==> src/rtl/hdma_pkg.sv <==
// hdma_pkg: shared types and constants for the HDMA block-transfer engine.
//   state_e       engine sequencing states
//   REG_*         MMIO register indices (mmio_sel values)
//   MODE_*        CTRL bit-7 transfer mode encodings
package hdma_pkg;

  typedef enum logic [2:0] {
    IDLE,
    HWAIT,
    ALIGN,
    RD_ADDR,
    RD_DATA,
    WR,
    WR_WAIT
  } state_e;

  localparam logic [2:0] REG_SRC_HI = 3'd0;
  localparam logic [2:0] REG_SRC_LO = 3'd1;
  localparam logic [2:0] REG_DST_HI = 3'd2;
  localparam logic [2:0] REG_DST_LO = 3'd3;
  localparam logic [2:0] REG_CTRL   = 3'd4;

  localparam logic MODE_GENERAL = 1'b0;
  localparam logic MODE_HBLANK  = 1'b1;

endpackage

==> src/rtl/hdma_if.sv <==
// hdma_if: MMIO programming port and DMA master bus of the HDMA engine.
//   mmio_sel/mmio_wr/mmio_din  register select, write strobe, write data
//   mmio_dout                  combinational read data
//   dma_rd/dma_wr/dma_a        registered bus strobes and address
//   dma_din/dma_dout           bus read data (valid cycle after dma_rd) / write data
//   dma_occupy_bus             CPU locked off the bus
// Modport master is the engine side; slave is the system (CPU/bus) side.
interface hdma_if #(
  parameter int ADDR_W = 16
);
  logic [2:0]        mmio_sel;
  logic              mmio_wr;
  logic [7:0]        mmio_din;
  logic [7:0]        mmio_dout;
  logic              dma_rd;
  logic              dma_wr;
  logic [ADDR_W-1:0] dma_a;
  logic [7:0]        dma_din;
  logic [7:0]        dma_dout;
  logic              dma_occupy_bus;

  modport master (
    input  mmio_sel, mmio_wr, mmio_din, dma_din,
    output mmio_dout, dma_rd, dma_wr, dma_a, dma_dout, dma_occupy_bus
  );

  modport slave (
    output mmio_sel, mmio_wr, mmio_din, dma_din,
    input  mmio_dout, dma_rd, dma_wr, dma_a, dma_dout, dma_occupy_bus
  );
endinterface

==> src/rtl/hdma_engine_edge_det.sv <==
// edge_det: rising-edge detector. The previous level is registered and
// compared against the live input, so rise is high in the cycle the input
// is first seen high and the consumer acts on the following clk edge.
//   clk   clock
//   rst   synchronous active-low reset
//   din   level input (hblank)
//   rise  din high now, low at the previous edge
module edge_det (
  input  logic clk,
  input  logic rst,
  input  logic din,
  output logic rise
);
  logic din_q;

  always_ff @(posedge clk) begin
    if (!rst) din_q <= 1'b0;
    else      din_q <= din;
  end

  assign rise = din & ~din_q;
endmodule

==> src/rtl/hdma_engine.sv <==
// hdma_engine: block-transfer engine copying 2^BLK_LOG2-byte blocks from any
// source address into a wrapping destination window at DST_BASE. General
// mode moves all blocks in one burst; HBlank mode moves one block per
// hblank rising edge and releases the bus between blocks.
//   clk     CPU clock
//   rst     synchronous active-low reset
//   ct      machine-cycle phase; transfers start on ct == 2'b10
//   hblank  PPU HBlank level
//   bus     hdma_if.master: MMIO window and DMA master port
module hdma_engine #(
  parameter int              ADDR_W   = 16,
  parameter int              BLK_LOG2 = 4,
  parameter int              LEN_W    = 7,
  parameter logic [ADDR_W-1:0] DST_BASE = 16'h8000,
  parameter int              DST_W    = 13
) (
  input  logic       clk,
  input  logic       rst,
  input  logic [1:0] ct,
  input  logic       hblank,
  hdma_if.master     bus
);
  import hdma_pkg::*;

  state_e              state;
  logic [ADDR_W-1:0]   src;
  logic [DST_W-1:0]    dst;
  logic [LEN_W-1:0]    len;
  logic [BLK_LOG2-1:0] blk_idx;
  logic                hmode;
  logic                cancel;
  logic                hb_rise;
  logic                ctrl_wr;
  logic                cancel_wr;
  logic                blk_end;

  edge_det u_hb_edge (
    .clk  (clk),
    .rst  (rst),
    .din  (hblank),
    .rise (hb_rise)
  );

  assign ctrl_wr   = bus.mmio_wr && (bus.mmio_sel == REG_CTRL);
  // Only a mode-0 CTRL write during an HBlank-mode transfer cancels it.
  assign cancel_wr = ctrl_wr && (bus.mmio_din[7] == MODE_GENERAL) && hmode;
  assign blk_end   = &blk_idx;

  // NOTE: all engine state is one clocked block with non-blocking assignments,
  // so every register sees pre-edge values and simulation matches synthesis.
  always_ff @(posedge clk) begin
    if (!rst) begin
      state              <= IDLE;
      src                <= '0;
      dst                <= '0;
      len                <= '1;
      blk_idx            <= '0;
      hmode              <= MODE_GENERAL;
      cancel             <= 1'b0;
      bus.dma_rd         <= 1'b0;
      bus.dma_wr         <= 1'b0;
      bus.dma_a          <= '0;
      bus.dma_dout       <= '0;
      bus.dma_occupy_bus <= 1'b0;
    end else begin
      if (state != IDLE && state != HWAIT && cancel_wr) cancel <= 1'b1;

      unique case (state)
        IDLE: begin
          if (bus.mmio_wr) begin
            unique case (bus.mmio_sel)
              REG_SRC_HI: src[ADDR_W-1:8] <= (ADDR_W-8)'(bus.mmio_din);
              REG_SRC_LO: src[7:0] <= {bus.mmio_din[7:BLK_LOG2], {BLK_LOG2{1'b0}}};
              REG_DST_HI: dst[DST_W-1:8] <= (DST_W-8)'(bus.mmio_din);
              REG_DST_LO: dst[7:0] <= {bus.mmio_din[7:BLK_LOG2], {BLK_LOG2{1'b0}}};
              REG_CTRL: begin
                len     <= bus.mmio_din[LEN_W-1:0];
                hmode   <= bus.mmio_din[7];
                blk_idx <= '0;
                cancel  <= 1'b0;
                if (bus.mmio_din[7] == MODE_HBLANK) begin
                  state <= HWAIT;
                end else begin
                  state              <= ALIGN;
                  bus.dma_occupy_bus <= 1'b1;
                end
              end
              default: ;
            endcase
          end
        end

        HWAIT: begin
          if (cancel_wr) begin
            state <= IDLE;
          end else if (hb_rise) begin
            state              <= ALIGN;
            bus.dma_occupy_bus <= 1'b1;
          end
        end

        ALIGN: begin
          if (ct == 2'b10) begin
            state      <= RD_ADDR;
            bus.dma_rd <= 1'b1;
            bus.dma_a  <= src;
          end
        end

        RD_ADDR: state <= RD_DATA;

        RD_DATA: begin
          state        <= WR;
          bus.dma_dout <= bus.dma_din;
          bus.dma_rd   <= 1'b0;
          bus.dma_wr   <= 1'b1;
          bus.dma_a    <= DST_BASE | ADDR_W'(dst);
        end

        WR: state <= WR_WAIT;

        WR_WAIT: begin
          bus.dma_wr <= 1'b0;
          src        <= src + 1'b1;
          dst        <= dst + 1'b1;
          blk_idx    <= blk_idx + 1'b1;
          if (blk_end && len == '0) begin
            // Last block done: all-ones length marks completion.
            state              <= IDLE;
            len                <= '1;
            bus.dma_occupy_bus <= 1'b0;
          end else if (blk_end) begin
            // Block end takes priority over a same-cycle cancel: len is
            // still decremented before the engine stops.
            len <= len - 1'b1;
            if (cancel || cancel_wr) begin
              state              <= IDLE;
              bus.dma_occupy_bus <= 1'b0;
            end else if (hmode == MODE_HBLANK) begin
              state              <= HWAIT;
              bus.dma_occupy_bus <= 1'b0;
            end else begin
              state      <= RD_ADDR;
              bus.dma_rd <= 1'b1;
              bus.dma_a  <= src + 1'b1;
            end
          end else if (cancel || cancel_wr) begin
            state              <= IDLE;
            bus.dma_occupy_bus <= 1'b0;
          end else begin
            state      <= RD_ADDR;
            bus.dma_rd <= 1'b1;
            bus.dma_a  <= src + 1'b1;
          end
        end

        default: state <= IDLE;
      endcase
    end
  end

  // NOTE: default assigned first so no path leaves mmio_dout unassigned,
  // which would otherwise infer a latch.
  always_comb begin
    bus.mmio_dout = 8'hFF;
    if (bus.mmio_sel == REG_CTRL) bus.mmio_dout = {state == IDLE, 7'(len)};
  end

endmodule

==> src/flat_wrapper.sv <==
// flat-port wrapper written by rule: the top's interface ports become plain ports
module hdma_engine_flat import hdma_pkg::*;
#(
  parameter int              ADDR_W   = 16,
  parameter int              BLK_LOG2 = 4,
  parameter int              LEN_W    = 7,
  parameter logic [ADDR_W-1:0] DST_BASE = 16'h8000,
  parameter int              DST_W    = 13
)
  (clk, rst, ct, hblank, bus_mmio_sel, bus_mmio_wr, bus_mmio_din, bus_dma_din, bus_mmio_dout, bus_dma_rd, bus_dma_wr, bus_dma_a, bus_dma_dout, bus_dma_occupy_bus);
  hdma_if #(.ADDR_W(ADDR_W)) bus_i ();
  input  logic clk;
  input  logic rst;
  input  logic [1:0] ct;
  input  logic hblank;
  input wire logic [$bits(bus_i.mmio_sel)-1:0] bus_mmio_sel;
  input wire logic [$bits(bus_i.mmio_wr)-1:0] bus_mmio_wr;
  input wire logic [$bits(bus_i.mmio_din)-1:0] bus_mmio_din;
  input wire logic [$bits(bus_i.dma_din)-1:0] bus_dma_din;
  output wire logic [$bits(bus_i.mmio_dout)-1:0] bus_mmio_dout;
  output wire logic [$bits(bus_i.dma_rd)-1:0] bus_dma_rd;
  output wire logic [$bits(bus_i.dma_wr)-1:0] bus_dma_wr;
  output wire logic [$bits(bus_i.dma_a)-1:0] bus_dma_a;
  output wire logic [$bits(bus_i.dma_dout)-1:0] bus_dma_dout;
  output wire logic [$bits(bus_i.dma_occupy_bus)-1:0] bus_dma_occupy_bus;
  assign bus_i.mmio_sel = bus_mmio_sel;
  assign bus_i.mmio_wr = bus_mmio_wr;
  assign bus_i.mmio_din = bus_mmio_din;
  assign bus_i.dma_din = bus_dma_din;
  assign bus_mmio_dout = bus_i.mmio_dout;
  assign bus_dma_rd = bus_i.dma_rd;
  assign bus_dma_wr = bus_i.dma_wr;
  assign bus_dma_a = bus_i.dma_a;
  assign bus_dma_dout = bus_i.dma_dout;
  assign bus_dma_occupy_bus = bus_i.dma_occupy_bus;
  hdma_engine #(.ADDR_W(ADDR_W), .BLK_LOG2(BLK_LOG2), .LEN_W(LEN_W), .DST_BASE(DST_BASE), .DST_W(DST_W)) u_core (.clk(clk), .rst(rst), .ct(ct), .hblank(hblank), .bus(bus_i));
endmodule
==> config.mk <==
export PLATFORM = sky130hd
export DESIGN_NAME = hdma_engine_flat
export DESIGN_NICKNAME = d
export VERILOG_FILES = /design/src/rtl/hdma_pkg.sv /design/src/rtl/hdma_if.sv /design/src/rtl/hdma_engine_edge_det.sv /design/src/rtl/hdma_engine.sv /design/src/flat_wrapper.sv
export SDC_FILE = /design/constraint.sdc
export NUM_CORES = 1
export LEC_CHECK = 0
export CORE_MARGIN = 4
export CORE_UTILIZATION = 35
export CTS_BUF_LIST = sky130_fd_sc_hd__clkbuf_8
export DETAILED_ROUTE_END_ITERATION = 6
export HOLD_SLACK_MARGIN = 0.06
export PLACE_DENSITY = 0.59
export SYNTH_ARGS = -nofsm -noshare
export SYNTH_HDL_FRONTEND = slang
export SYNTH_SLANG_ARGS = --single-unit
==> constraint.sdc <==
create_clock -name clk -period 2.21 [get_ports clk]
set_input_delay 0.221 -clock clk [delete_from_list [all_inputs] [get_ports clk]]
set_output_delay 0.221 -clock clk [all_outputs]
set_load 0.02 [all_outputs]
==> qor.txt <==
status -> finished clean
critical path fanouts, max -> 5
Synth top area share -> 34.09%
Slew Limit Fails -> 0
nature of the critical path startpoint -> register
ratio of cells with drive above 1 in the final layout -> 11.56%
Max stage delay on crit path -> 0.60 ns
worst min path class -> input port to register
Die Y -> 118.7 um
WL per Instance -> 16.86 um
area leader, netlist -> dfxtp_1
setup bufs post-CTS -> 0
vias -> 4516
total grt overflow -> 0
sum of buffers and inverters on the critical path -> 1
Max-Cap Viols -> 0
hold path startpoint -> bus_dma_din[2]
reg2reg setup slack -> 0.17 ns
FF+latch count, synth -> 73
Pwr Density -> 477.7 nW/um^2
ys async rst share -> 0%
first-pass GRT wire length -> 21.50 mm
hold buffers post-CTS -> 0
total wire length -> 13.27 mm
Tmin final -> 2.081 ns
TNS Setup -> 0 ns
Clock Latency Late Sink -> 0.37 ns
Non-Filler Instances -> 787
critical path endpoint category -> output port
io pins -> 60
initial antenna violation count -> 0
VDD IR-drop max -> 0.2959 mV
TritonCTS Buffers -> 9
number of remaining DRC errors -> 0
Worst Hold Depth -> 3
FF-to-FF End -> u_core.bus.dma_a[11]
Yosys warnings -> 0
Crit-path slowest cell -> clkdlybuf4s50_1
hold path endpoint -> u_core.bus.dma_dout[2]
sequential share of the synthesized area -> 34.09%
Post-Synthesis Cells -> 569
Reg2Reg Depth -> 8
leakage power -> 1.859 nW
number of flops mapped to enable cells by yosys -> 0
CP top delay family -> buffers and inverters
Die Width -> 118.7 um
Mapped Nets -> 598
Fin. Hold Viols -> 0
stages on the worst setup path -> 3
syn avg cell area -> 7.534 sq um
clock sinks -> 73
synth unique cells -> 69
vias in the first global route -> 4275
std cell rows -> 40
Worst-Margin Slew -> 0.6206 ns
Syn-to-layout area delta -> 25.07%
Worst Path Arrival -> 1.86 ns
diode count -> 0
Clock Path Buffers -> 2
largest net degree at the start of global routing -> 44
synth top area cells -> dfxtp_1, nand2_1, a21oi_1
Max Freq -> 480.6 MHz
Worst EP required -> 1.99 ns
RSZ-0062 raised after global routing -> no
nets@finish -> 664
Tot GR Track Use -> 18.91%
IO Port Bufs -> 59
Final setup viols -> 0
Setup CP Type -> register to output port
Placer Congestion -> 0.9140
cell breakdown of the critical path -> or3_4 > nand2_1 > clkdlybuf4s50_1
dpl hpwl -> 9.647 mm
Iter 0 DRT Violations -> 416
Final Total Pwr -> 2.561 mW
Fill cells -> 1254
Slew HR -> 58.54%
fin crit share -> 94.16%
ANT nets after route -> 0
Starting Density -> 35.69%
core area -> 12010 sq um
final setup skew -> 0.007086 ns
DIE AREA -> 14080 sq um
post-synthesis cell area -> 4287 sq um
placed cells -> 771
drt pass-1 iters -> 5
CTS tree -> yes
hold slack -> 0.3916 ns
worst reg2reg path startpoint -> u_core.len[0]
Post-synth top flop -> dfxtp_1
root buffer cell -> clkbuf_8
Reg clk slew, reported paths -> 0.08 ns
H-tree depth -> 3
vias per cell -> 5.738
==> worst reg2reg max path, stage by stage (launching register included) <==
cell and delay, ns:
dfxtp_1 0.32, inv_1 0.11, ha_1 0.21, or4b_4 0.52
nor3_4 0.24, o31ai_4 0.11, buf_12 0.18, nor2_1 0.15
a311oi_2 0.07
==> where the power goes <==
| group | switching, mW | internal [mW] | total [mW] |
|---|---|---|---|
| logic | 0.142 | 0.119 | 0.261 |
| registers | 0.0246 | 1.33 | 1.36 |
| clock network | 0.537 | 0.404 | 0.941 |
| total | 0.703 | 1.86 | 2.56 |
==> state kept, by name, summed over array words and instances, names as in the netlist <==
register and flops:
u_core.len 7, u_core.u_hb_edge.din_q 1, u_core.bus.dma_a 16, u_core.bus.dma_dout 8
u_core.src 16, u_core.cancel 1, u_core.bus.dma_rd 1, u_core.dst 13
u_core.blk_idx 4, u_core.bus.dma_occupy_bus 1, u_core.bus.dma_wr 1, u_core.hmode 1
u_core.state 3
==> worst max-delay path by stage <==
| stage | start | end | slack, ns |
|---|---|---|---|
| after floorplan | u_core.len[0] | u_core.state[1] | 0.31 |
| after global routing | u_core.len[0] | u_core.bus.dma_a[13] | 0.03 |
| after detailed placement | bus_mmio_sel[0] | u_core.state[1] | 0.14 |
| after CTS | u_core.state[2] | bus_mmio_dout[7] | 0.11 |
| final | u_core.state[2] | bus_mmio_dout[7] | 0.13 |
| after global placement | bus_mmio_sel[0] | u_core.state[1] | 0.16 |
==> synth_stat cells, drive strengths merged (3+ instances only) <==
| library cell | count |
|---|---|
| nor3b | 7 |
| o22ai | 8 |
| o211ai | 11 |
| and3 | 6 |
| nand3 | 25 |
| and2 | 9 |
| o221ai | 3 |
| nor4 | 10 |
| clkbuf | 19 |
| nand2b | 13 |
| nor2b | 3 |
| nor2 | 55 |
| o31ai | 3 |
| nand4 | 10 |
| o21a | 6 |
| dfxtp | 73 |
| ha | 4 |
| mux2i | 6 |
| nand2 | 77 |
| nand3b | 3 |
| a21o | 4 |
| nand4b | 3 |
| nor3 | 17 |
| inv | 10 |
| a31o | 3 |
| buf | 22 |
| or4 | 3 |
| a21oi | 50 |
| a22oi | 3 |
| a31oi | 14 |
| o21ai | 49 |
| or3 | 5 |
==> layout make-up <==
type | count | area, sq um | area share [%]
Clock buffer | 9 | 123.9 | 2.310
Clock inverter | 7 | 47.55 | 0.8868
Inverter | 11 | 41.29 | 0.7701
Multi-Input combinational cell | 444 | 2597 | 48.45
Sequential cell | 73 | 1461 | 27.26
Tap cell | 147 | 183.9 | 3.431
Timing Repair Buffer | 96 | 905.9 | 16.90
==> cells in the final DEF, fill, tap and decap left out, types with 7 or more instances in the layout <==
master           instances
buf_4                   34
nor3_1                  14
nor4_1                   7
and2_1                   9
clkbuf_8                 9
inv_1                   10
nand2b_1                13
a21oi_1                 50
nand3_1                 25
clkdlybuf4s50_1         59
nand2_1                 77
nor2_1                  55
o22ai_1                  8
o21ai_0                 44
nand4_1                  9
o211ai_1                11
dfxtp_1                 73
a31oi_1                 14
==> per-stage QoR <==
stage	setup WS (ns)	cell area (sq um)	utilization [%]
final	0.1291	5361	44.64
after detailed placement	0.1381	5184	43.16
after CTS	0.1060	5355	44.58
after global placement	0.1611	5184	43.16
after floorplan	0.3070	4287	-
after global routing	0.03469	5361	44.64
==> routing by layer <==
layer	part of all wire [%]	track usage (%)	wire, um	up-vias
li1	-	-	-	2217
met1	47	25.62	6289	2123
met2	45	28.95	5943	154
met3	5.5	3.923	733	22
met4	2.3	8.327	304	0
met5	0	0	0	-
==> what timing repair did <==
action	in CTS	in global routing
endpoints found under the hold margin	0	0
setup endpoints to repair	0	3
resized for setup	0	1
==> cells by family after synthesis <==
kind of cell    after synthesis  synth area share, %
buf+inv                      52                5.458
fa+ha+maj                     4                1.168
simple gates                256                31.35
flops                        73                34.09
compound gates              176                26.12
mux                           6                1.401
xor+xnor                      2               0.4087
(Power assumes the default switching activity.)
